[config.mk]
export PLATFORM = sky130hd
export DESIGN_NAME = rot_sweep_ctrl
export DESIGN_NICKNAME = d
export VERILOG_FILES = /design/src/rtl/rot_sweep_ctrl.sv
export SDC_FILE = /design/constraint.sdc
export NUM_CORES = 1
export LEC_CHECK = 0
export CAP_MARGIN = 20
export CORE_ASPECT_RATIO = 1.75
export CORE_UTILIZATION = 47
export CTS_CLUSTER_DIAMETER = 200
export DETAILED_ROUTE_END_ITERATION = 10
export PLACE_DENSITY_LB_ADDON = 0.25
export REMOVE_ABC_BUFFERS = 1
export SLEW_MARGIN = 20
export SYNTH_ARGS = -nofsm -noshare
export SYNTH_HDL_FRONTEND = slang
export SYNTH_SLANG_ARGS = --single-unit
[constraint.sdc]
create_clock -name clk -period 2.03 [get_ports clk]
set_clock_uncertainty 0.05 [all_clocks]
set_input_delay 0.3045 -clock clk [delete_from_list [all_inputs] [get_ports clk]]
set_output_delay 0.3045 -clock clk [all_outputs]
set_load 0.1 [all_outputs]
[src/rtl/rot_sweep_ctrl.sv]
// rot_sweep_ctrl: drives a 16-bit rotator's a/amt/lr inputs through a timed
// rotation sweep (amt 0..15), optionally repeating in the opposite direction.
module rot_sweep_ctrl #(
  parameter int unsigned DVSR = 25_000_000  // clock cycles per rotation step, >= 1
) (
  input  logic        clk,
  input  logic        reset,
  input  logic        start,
  input  logic        stop,
  input  logic [15:0] din,
  input  logic        dir,
  input  logic        bounce,
  output logic [15:0] a,
  output logic [3:0]  amt,
  output logic        lr,
  output logic        busy,
  output logic        done
);

  // Counter must be at least one bit wide even when DVSR == 1.
  localparam int unsigned CW = (DVSR > 1) ? $clog2(DVSR) : 1;
  localparam logic [CW-1:0] CntMax = CW'(DVSR - 1);

  typedef enum logic [0:0] {StIdle, StSweep} state_t;

  state_t        state_q;
  logic [CW-1:0] cnt_q;
  logic          bounce_q;
  logic          rev_q;    // set once the return leg of a bounce sweep has begun
  logic          tick;

  assign tick = (cnt_q == CntMax);

  // Sweep FSM, prescaler and all registered outputs.
  always_ff @(posedge clk or posedge reset) begin
    if (reset) begin
      state_q  <= StIdle;
      cnt_q    <= '0;
      bounce_q <= 1'b0;
      rev_q    <= 1'b0;
      a        <= 16'h0000;
      amt      <= 4'd0;
      lr       <= 1'b0;
      busy     <= 1'b0;
      done     <= 1'b0;
    end else begin
      done <= 1'b0;
      unique case (state_q)
        StIdle: begin
          // stop wins over a simultaneous start
          if (start && !stop) begin
            a        <= din;
            lr       <= dir;
            amt      <= 4'd0;
            cnt_q    <= '0;
            rev_q    <= 1'b0;
            bounce_q <= bounce;
            busy     <= 1'b1;
            state_q  <= StSweep;
          end
        end
        StSweep: begin
          if (stop) begin
            // Abort: a/amt/lr hold so the display freezes where it was.
            cnt_q   <= '0;
            busy    <= 1'b0;
            state_q <= StIdle;
          end else if (tick) begin
            cnt_q <= '0;
            if (amt != 4'd15) begin
              amt <= amt + 4'd1;
            end else if (bounce_q && !rev_q) begin
              lr    <= ~lr;
              amt   <= 4'd0;
              rev_q <= 1'b1;
            end else begin
              busy    <= 1'b0;
              done    <= 1'b1;
              state_q <= StIdle;
            end
          end else begin
            cnt_q <= cnt_q + 1'b1;
          end
        end
        default: state_q <= StIdle;
      endcase
    end
  end

endmodule

Word level (Yosys, flattened, before mapping):

Index checks and enable logic that the tools add are counted.

* latch bits: 0
* output and inout port bits: 23
* memories kept: 0
* bits in registers: 51
* word-level logic and storage cells: 71
* ROM bits: 0
* memory bits (writable): 0
* input bits: 22

* equal/unequal tests: 11
* multipliers: 0
* muxes and demuxes: 39
* div/mod/pow operators: 0
* bitwise logic cells: 2
* order comparisons: 0
* shifts and indexed selects: 0
* add/subtract/negate cells: 2
* reduce and logical (&&, ||, !) cells: 8

Operators by type and width (count)
* $mux 25: 3
* $pmux 25 s2: 1
* $add 25x1->25 const B: 1
* $eq 25x25->1 const B: 1
* $mux 1: 25
* $mux 4: 5
* $pmux 1 s2: 4
* $pmux 4 s2: 1
* $reduce_and 4->1: 2
* $ne 2x2->1 const B: 3
* $ne 3x3->1 const B: 2
* $reduce_and 5->1: 1
* $add 4x1->4 const B: 1
* $ne 2x1->1 const B: 2
* $ne 4x4->1 const B: 1
* $ne 3x1->1 const B: 1
* $ne 3x2->1 const B: 1
* $logic_and 1x1->1: 2
* $logic_not 1->1: 2
* $not 1->1: 2
* $reduce_and 2->1: 1

Logic depth before layout (Yosys ltp):

Gate-level depths: netlist of the first run.

* depth after elaboration: 7
* gate-level depth with buffers: 7
* depth with buffers taken out: 6

Least setup slack after synthesis of the first run:

No wires, ideal clock.

* path kind: reg-to-reg
* start point: register amt[1]
* end point: register lr
* path slack: -0.237 ns
* required time: 1.909 ns
* cell stages (with the launch flop): 6
* arrival time: 2.146 ns
* buffers on the path: 0
* setup time: 0.071 ns
* clock period less this slack: 2.267 ns
* path through: dfrtp_1 ha_1 nand3_1 a21o_1 or4b_1 nand3_1

* cells in the longest elaborated chain, start to end: 3

RTL lines
* from (decl): RTL line 14 `output logic [3:0] amt,`
* from (signal assigned): RTL line 71 `amt <= amt + 4'd1;`
* $ne 4x4->1: RTL line 70 `if (amt != 4'd15) begin`
* $ne 2x2->1 (no source line)
* $reduce_and 5->1 (no source line)
* to (signal assigned): RTL line 53 `lr <= dir;`
* to (signal assigned): RTL line 73 `lr <= ~lr;`
* to (decl): RTL line 15 `output logic lr,`

Every way passes these cells.
A chain may end at the register's enable or synchronous reset.

Final worst setup path of the first run:

* start point: register cnt_q[6]
* end point: register lr

* cells in the longest elaborated chain, start to end: 3

RTL lines
* from (decl): RTL line 27 `logic [CW-1:0] cnt_q;`
* from (signal assigned): RTL line 82 `cnt_q <= cnt_q + 1'b1;`
* $eq 25x25->1: RTL line 32 `assign tick = (cnt_q == CntMax);`
* $ne 2x1->1 (no source line)
* $reduce_and 5->1 (no source line)

Every way passes these cells.

==> results of run 1 <==
-- worst max-delay path, cell delays in order (launching register included) --
cell	delay [ps]
dfrtp_1	410
nand4bb_1	200
or3_1	320
or3_4	400
or4b_4	520
nand3_2	70
-- power by group through the flow --
stage / Clock, mW / Sequential [mW] / Combinational (mW)
final: 0.597 / 1.17 / 1.00
after global routing: 0.654 / 1.18 / 1.05
after CTS: 0.609 / 1.17 / 1.00
after detailed placement: 0 / 1.18 / 1.00
after global placement: 0 / 1.18 / 0.985
after floorplan: 0 / 1.72 / 0.161
-- per-layer routing --
layer / routed length, um / up-vias
met5: 0 / -
met4: 331 / 0
met3: 203 / 23
met2: 3854 / 71
met1: 2646 / 1188
li1: - / 1184
-- kinds of logic (layout without fill, tap and decap cells) --
group           Yosys count  after routing  synth area share [%]
compound gates           49             49                 12.02
xor+xnor                  8              8                 2.715
fa+ha+maj                 2              2                0.9693
buf+inv                  18            104                 2.763
flops                    51             51                 49.44
mux                       2              2                0.8240
simple gates            158            158                 31.26
-- through the flow --
stage / util, % / setup slack (ps) / hold WS [ps] / power (mW)
after floorplan: - / -238.6 / 359.9 / 1.878
after global placement: 63.67 / -119.0 / 408.8 / 2.165
after detailed placement: 63.67 / -161.2 / 413.9 / 2.179
after CTS: 65.98 / -2.761 / 321.3 / 2.776
after global routing: 67.76 / -52.33 / 355.8 / 2.885
final: 67.76 / 12.96 / 306.8 / 2.772
-- worst paths after layout --
| check | from | to | slack (ps) |
|---|---|---|---|
| worst max-delay path | cnt_q[6] | lr | 10 |
| worst min-delay path | reset | a[1] | 310 |
| worst max register to register | cnt_q[6] | lr | 10 |
| worst min register to register | a[2] | a[2] | 430 |
| max in group asynchronous | reset | cnt_q[3] | 1360 |
| min in group clk | a[2] | a[2] | 430 |
-- final cells by class --
type | instances | area, um2 | area share [%]
clock buffers | 6 | 82.58 | 2.319
clock inverters | 1 | 5.005 | 0.1405
inverters | 5 | 18.77 | 0.5271
multi-input cells | 219 | 1345 | 37.77
flip-flops and latches | 51 | 1281 | 35.98
well taps | 55 | 68.82 | 1.933
repair buffers | 92 | 759.5 | 21.33
-- what timing repair did --
action                     in CTS  in global routing
setup endpoints to repair       6                 15
buffers inserted                0                  1
gates resized for setup         7                 18
pin swaps                       2                  7
-- layout by cell type (no fill, tap or decap), types with 2 or more instances in the layout --
master            n
a21o_1            4
a21oi_1           9
a22o_1            4
and2_1            3
and3_1            2
buf_4            69
clkbuf_8          6
clkdlybuf4s50_1  21
dfrtp_1          47
dfrtp_2           4
inv_1             4
nand2_1          71
nand2b_1          2
nand3_1          14
nand3_2           4
nand4_1           8
nor2_1           16
nor2b_1           3
nor3_1            3
nor3b_1           2
nor4_1            4
nor4_2            2
nor4_4            2
nor4b_4           2
o211ai_1          3
o21ai_0          20
o311ai_0          2
o31ai_1           2
or2_2             2
or3_1             5
or3_4             2
or4_4             2
xnor2_1           5
xor2_1            3
==> metrics.md, run 1 <==
| Metric | Value |
|---|---|
| Status | finished, final reports clean |
| Initial Utilization | 49.12% |
| Global Route Usage Sum | 26.12% |
| Largest net degree at the start of global routing | 52 |
| Min Tclk post-route | 2017 ps |
| Sw Ratio | 41.66% |
| Setup TNS | 0 ps |
| Post-synth top area cell | dfrtp_1 |
| Grt total ovfl | 0 |
| Logic pwr share | 36.3% |
| # diodes | 0 |
| Final ANT Viol Nets | 0 |
| Power per cell area | 778.3 nW/um2 |
| Asr flop ratio synth | 100.0% |
| Cts bufs inserted | 5 |
| Final cell count without fillers | 429 |
| Critical path class | flop to flop |
| Die area | 5804 um2 |
| Top Registers | cnt_q: 25 flops, a: 16 flops, amt: 4 flops |
| Antenna violations before repair | 0 |
| Critical Path End Type | flop |
| GPL Wtd Cong | 0.8839 |
| Cell count after synthesis | 288 |
| Most frequent cell after synthesis | nand2_1 |
| Port buffer count | 44 |
| Die H | 100.0 um |
| Area contributors post-synth | dfrtp_1, nand2_1, o21ai_0 |
| Met1 Usage GRT | 28.40% |
| Vias per inst | 5.748 |
| Post-Synthesis Cell Area | 2581 um2 |
| CTS tree | yes |
| Worst min-delay path category | primary input to async pin |
| Vias | 2466 |
| Max clock buf depth | 2 |
| Synth warn | 0 |
| Slew headroom | 71.21% |
| Fmax achieved | 0.4958 GHz |
| WP data arrival | 2210 ps |
| Cell types with the highest counts after synthesis | nand2_1, dfrtp_1, o21ai_0 |
| H-tree depth | 2 |
| Yosys reg bits | 51 |
| Leak | 1.625 nW |
| Setup repair after global routing missed its margin | yes |
| Maximum VDD drop | 0.8032 mV |
| Max-slew violation count | 0 |
| EDFF count, synth | 0 |
| Startpoint type of the worst setup path | flop |
| Share of cells above drive strength 1 | 28.61% |
| Largest Register | cnt_q |
| Sequential-to-total area share from yosys stat | 49.44% |
| First-pass GRT wire length | 11540 um |
| Slew @ Worst Pin | 430.2 ps |
| Root buf cell | clkbuf_8 |
| Worst endpoint required time | 2230 ps |
| Drt total wl | 7035 um |
| NumNets Final | 398 |
| Internal | 1.617 mW |
| Distinct cells, synth | 45 |
| Max reg flops | 25 |
| Post-DP Area | 3346 um2 |
| Routing usage on met2 | 48.36% |
| IO Pins | 45 |
| Setup Viol. Count Final | 0 |
| DR DRC count | 0 |
| WL per Instance | 16.40 um |
| Die W | 58.02 um |
| Crit share post-route | 99.36% |
| Hold Fails Final Rpt | 0 |
| Num rows | 35 |
| Clk pin slew, worst setup/hold paths | 90 ps |
| Filler instances | 409 |
| Hold_buf cts | 0 |
| Sequential Power Share | 42.2% |
| Busiest grt layer | met2 |
| # clock sinks | 51 |
| Synth top area share | 49.44% |
| P_sw | 1.154 mW |
| Cell count of the worst reg-to-reg path | 5 |
| Cell area after layout | 3561 um2 |
| DRT iter0 DRCs | 86 |
| DRT Pass-1 Iters | 4 |
| Area growth syn-to-layout | 37.95% |
| Met3 Use GR | 3.608% |
| Clock power frac | 21.5% |
| Detailed placement HPWL | 5175 um |
| Placed Instances | 421 |
| Synth Flop Type | dfrtp_1 |
| Max_cap viols | 0 |
| Vias in the first global route | 2536 |
| Worst skew pair latency | 300 ps |
| Core Region | 5255 um2 |
| Post-Syn Area per Cell | 8.963 um2 |
| Crit path max fanout | 4 |
No activity file was read; power rests on OpenSTA's default activity.
==> run 2, diff against run 1 <==
--- a/config.mk
+++ b/config.mk
@@ -7,9 +7,10 @@
 export LEC_CHECK = 0
 export CAP_MARGIN = 20
 export CORE_ASPECT_RATIO = 1.75
-export CORE_UTILIZATION = 47
+export CORE_UTILIZATION = 48
 export CTS_CLUSTER_DIAMETER = 200
 export DETAILED_ROUTE_END_ITERATION = 10
+export DONT_BUFFER_PORTS = 1
 export PLACE_DENSITY_LB_ADDON = 0.25
 export REMOVE_ABC_BUFFERS = 1
 export SLEW_MARGIN = 20
==> run 2 against run 1 <==
Against the previous run:
- hold slack got worse by 260 ps
- largest cell class unchanged
- power grew 3.2%
- setup slack better by 6.9 ps
- critical path depth did not move
- sequential share of layout area is 2.4 points higher
- global-route usage is 1.8 points lower
- fmax increased by 0.34%
- count of clock-buffer cells in the layout unchanged
- clock power grew 26%
==> metrics.md, run 2 (same netlist as run 1, synthesis figures left out) <==
| Metric | Value |
|---|---|
| Cts bufs inserted | 5 |
| Vias | 2386 |
| GPL Wtd Cong | 0.8810 |
| Hold Path Sink | a[0] |
| Clock power frac | 26.4% |
| Largest net degree at the start of global routing | 52 |
| Setup Viol. Count Final | 0 |
| CTS tree | yes |
| Cell area after layout | 3338 um2 |
| Fmax achieved | 0.4975 GHz |
| Crit path max fanout | 6 |
| Final ANT Viol Nets | 0 |
| WL per Instance | 16.84 um |
| Max_cap viols | 0 |
| Most common cell after layout, fill and taps aside | nand2_1 |
| Worst reg-to-reg setup slack | 20 ps |
| Initial Utilization | 49.53% |
| # diodes | 0 |
| Worst setup startpoint | cnt_q[6] |
| Hold depth | 2 |
| Leak | 1.523 nW |
| Die area | 5687 um2 |
| Cell count of the worst reg-to-reg path | 5 |
| P_sw | 1.155 mW |
| Startpoint type of the worst setup path | flop |
| Grt total ovfl | 0 |
| Status | finished, final reports clean |
| Worst endpoint required time | 2230 ps |
| Hold Fails Final Rpt | 0 |
| Max-slew violation count | 0 |
| DR DRC count | 0 |
| # clock sinks | 51 |
| Global Route Usage Sum | 24.27% |
| IO Pins | 45 |
| Detailed placement HPWL | 4760 um |
| Internal | 1.706 mW |
| Sw Ratio | 40.38% |
| Pre-CTS WS | -54.59 ps |
| Reg-to-reg startpoint | cnt_q[6] |
| Slew headroom | 38.90% |
| Crit share post-route | 99.02% |
| NumNets Final | 369 |
| Core Region | 5211 um2 |
| Slew @ Worst Pin | 913.2 ps |
| Worst reg2reg path endpoint | lr |
| Logic pwr share | 33.9% |
| Top Registers | cnt_q: 25 flops, a: 16 flops, amt: 4 flops |
| Largest Register | cnt_q |
| Die H | 99.01 um |
| Drt total wl | 6752 um |
| Setup repair after global routing missed its margin | yes |
| Max clock buf depth | 2 |
| Die W | 57.44 um |
| Min-delay src | din[0] |
| DRT Pass-1 Iters | 4 |
| Maximum VDD drop | 0.7877 mV |
| Post-route setup slack | 19.84 ps |
| Vias per inst | 5.950 |
| Vias in the first global route | 2365 |
| Setup TNS | 0 ps |
| DRT iter0 DRCs | 74 |
| Critical path class | flop to flop |
| Area growth syn-to-layout | 29.33% |
| Port buffer count | 0 |
| Worst min-delay path category | primary input to flop |
| Worst skew pair latency | 310 ps |
| H-tree depth | 2 |
| Max reg flops | 25 |
| Root buf cell | clkbuf_8 |
| Share of cells above drive strength 1 | 27.75% |
| Clk pin slew, worst setup/hold paths | 90 ps |
| Antenna violations before repair | 0 |
| Power per cell area | 857.2 nW/um2 |
| WP data arrival | 2210 ps |
| Num rows | 35 |
| Most frequent cells in the layout | nand2_1, buf_4, dfrtp_1 |
| Min Tclk post-route | 2010 ps |
| Sequential Power Share | 39.7% |
| Post-DP Area | 3053 um2 |
| Critical Path End Type | flop |
| First-pass GRT wire length | 10620 um |
run 2: cell count changes in the layout (fill, tap and decap cells not counted), sizes merged:
| cell | before | now |
|---|---|---|
| clkdlybuf4s50 | 21 | 0 |
| buf | 71 | 62 |
| bufinv | 0 | 1 |
| clkinv | 1 | 0 |
| dlygate4sd3 | 0 | 1 |
| inv | 5 | 6 |
run 2: worst max-delay path: stages (launching register included):
cell	delay [ps]
dfrtp_2	450
nand4bb_1	200
or3_1	320
or3_4	350
or4b_1	500
nand3_1	80
run 2: worst max-delay path by stage:
| stage | to | slack, ps | cells after the start |
|---|---|---|---|
| after detailed placement | cnt_q[18] | -50 | 7 |
| after CTS | lr | 3 | 6 |
| final | lr | 20 | 5 |
| after global placement | cnt_q[24] | 4 | 6 |
| after floorplan | cnt_q[19] | -240 | 5 |
| after global routing | lr | -70 | 5 |
run 2: power by group through the flow:
stage | sequential, mW | clock, mW | combinational (mW)
2_1_floorplan | 1.72 | 0 | 0.161
6_report | 1.14 | 0.754 | 0.970
5_1_grt | 1.15 | 0.802 | 1.02
4_1_cts | 1.14 | 0.767 | 0.960
3_5_place_dp | 1.15 | 0 | 0.957
3_3_place_gp | 1.15 | 0 | 0.953
run 2: cell type report:
cell class	instances	area, um2
Clock inverter	2	38.79
Timing Repair Buffer	63	491.7
Sequential cell	51	1281
Tap cell	55	68.82
Inverter	5	18.77
Clock buffer	6	82.58
Fill cell	429	1873
Multi-Input combinational cell	219	1356
run 2: per-layer routing:
metal	global-route usage [%]	routed length [um]	part of all wire [%]
met5	0	0	0
met4	13.70	302	4.5
met3	4.199	244	3.6
met2	42.75	3637	54
met1	26.70	2568	38
run 2: through the flow:
stage	instances	power [mW]	hold slack, ps	util (%)
6_report	401	2.862	46.97	64.06
3_5_place_dp	389	2.112	210.5	58.58
2_1_floorplan	275	1.878	359.9	-
5_1_grt	401	2.963	33.82	64.06
3_3_place_gp	389	2.104	208.5	58.58
4_1_cts	398	2.862	40.16	61.18
run 2: timing repair:
| action | 4_1_cts | 5_1_grt |
|---|---|---|
| cloned | 0 | 0 |
| pin swaps | 1 | 4 |
| setup endpoints to repair | 6 | 20 |
| endpoints found under the hold margin | 51 | 0 |
| resized for setup | 1 | 25 |
| setup buffers | 0 | 3 |
| hold buffers | 1 | 0 |
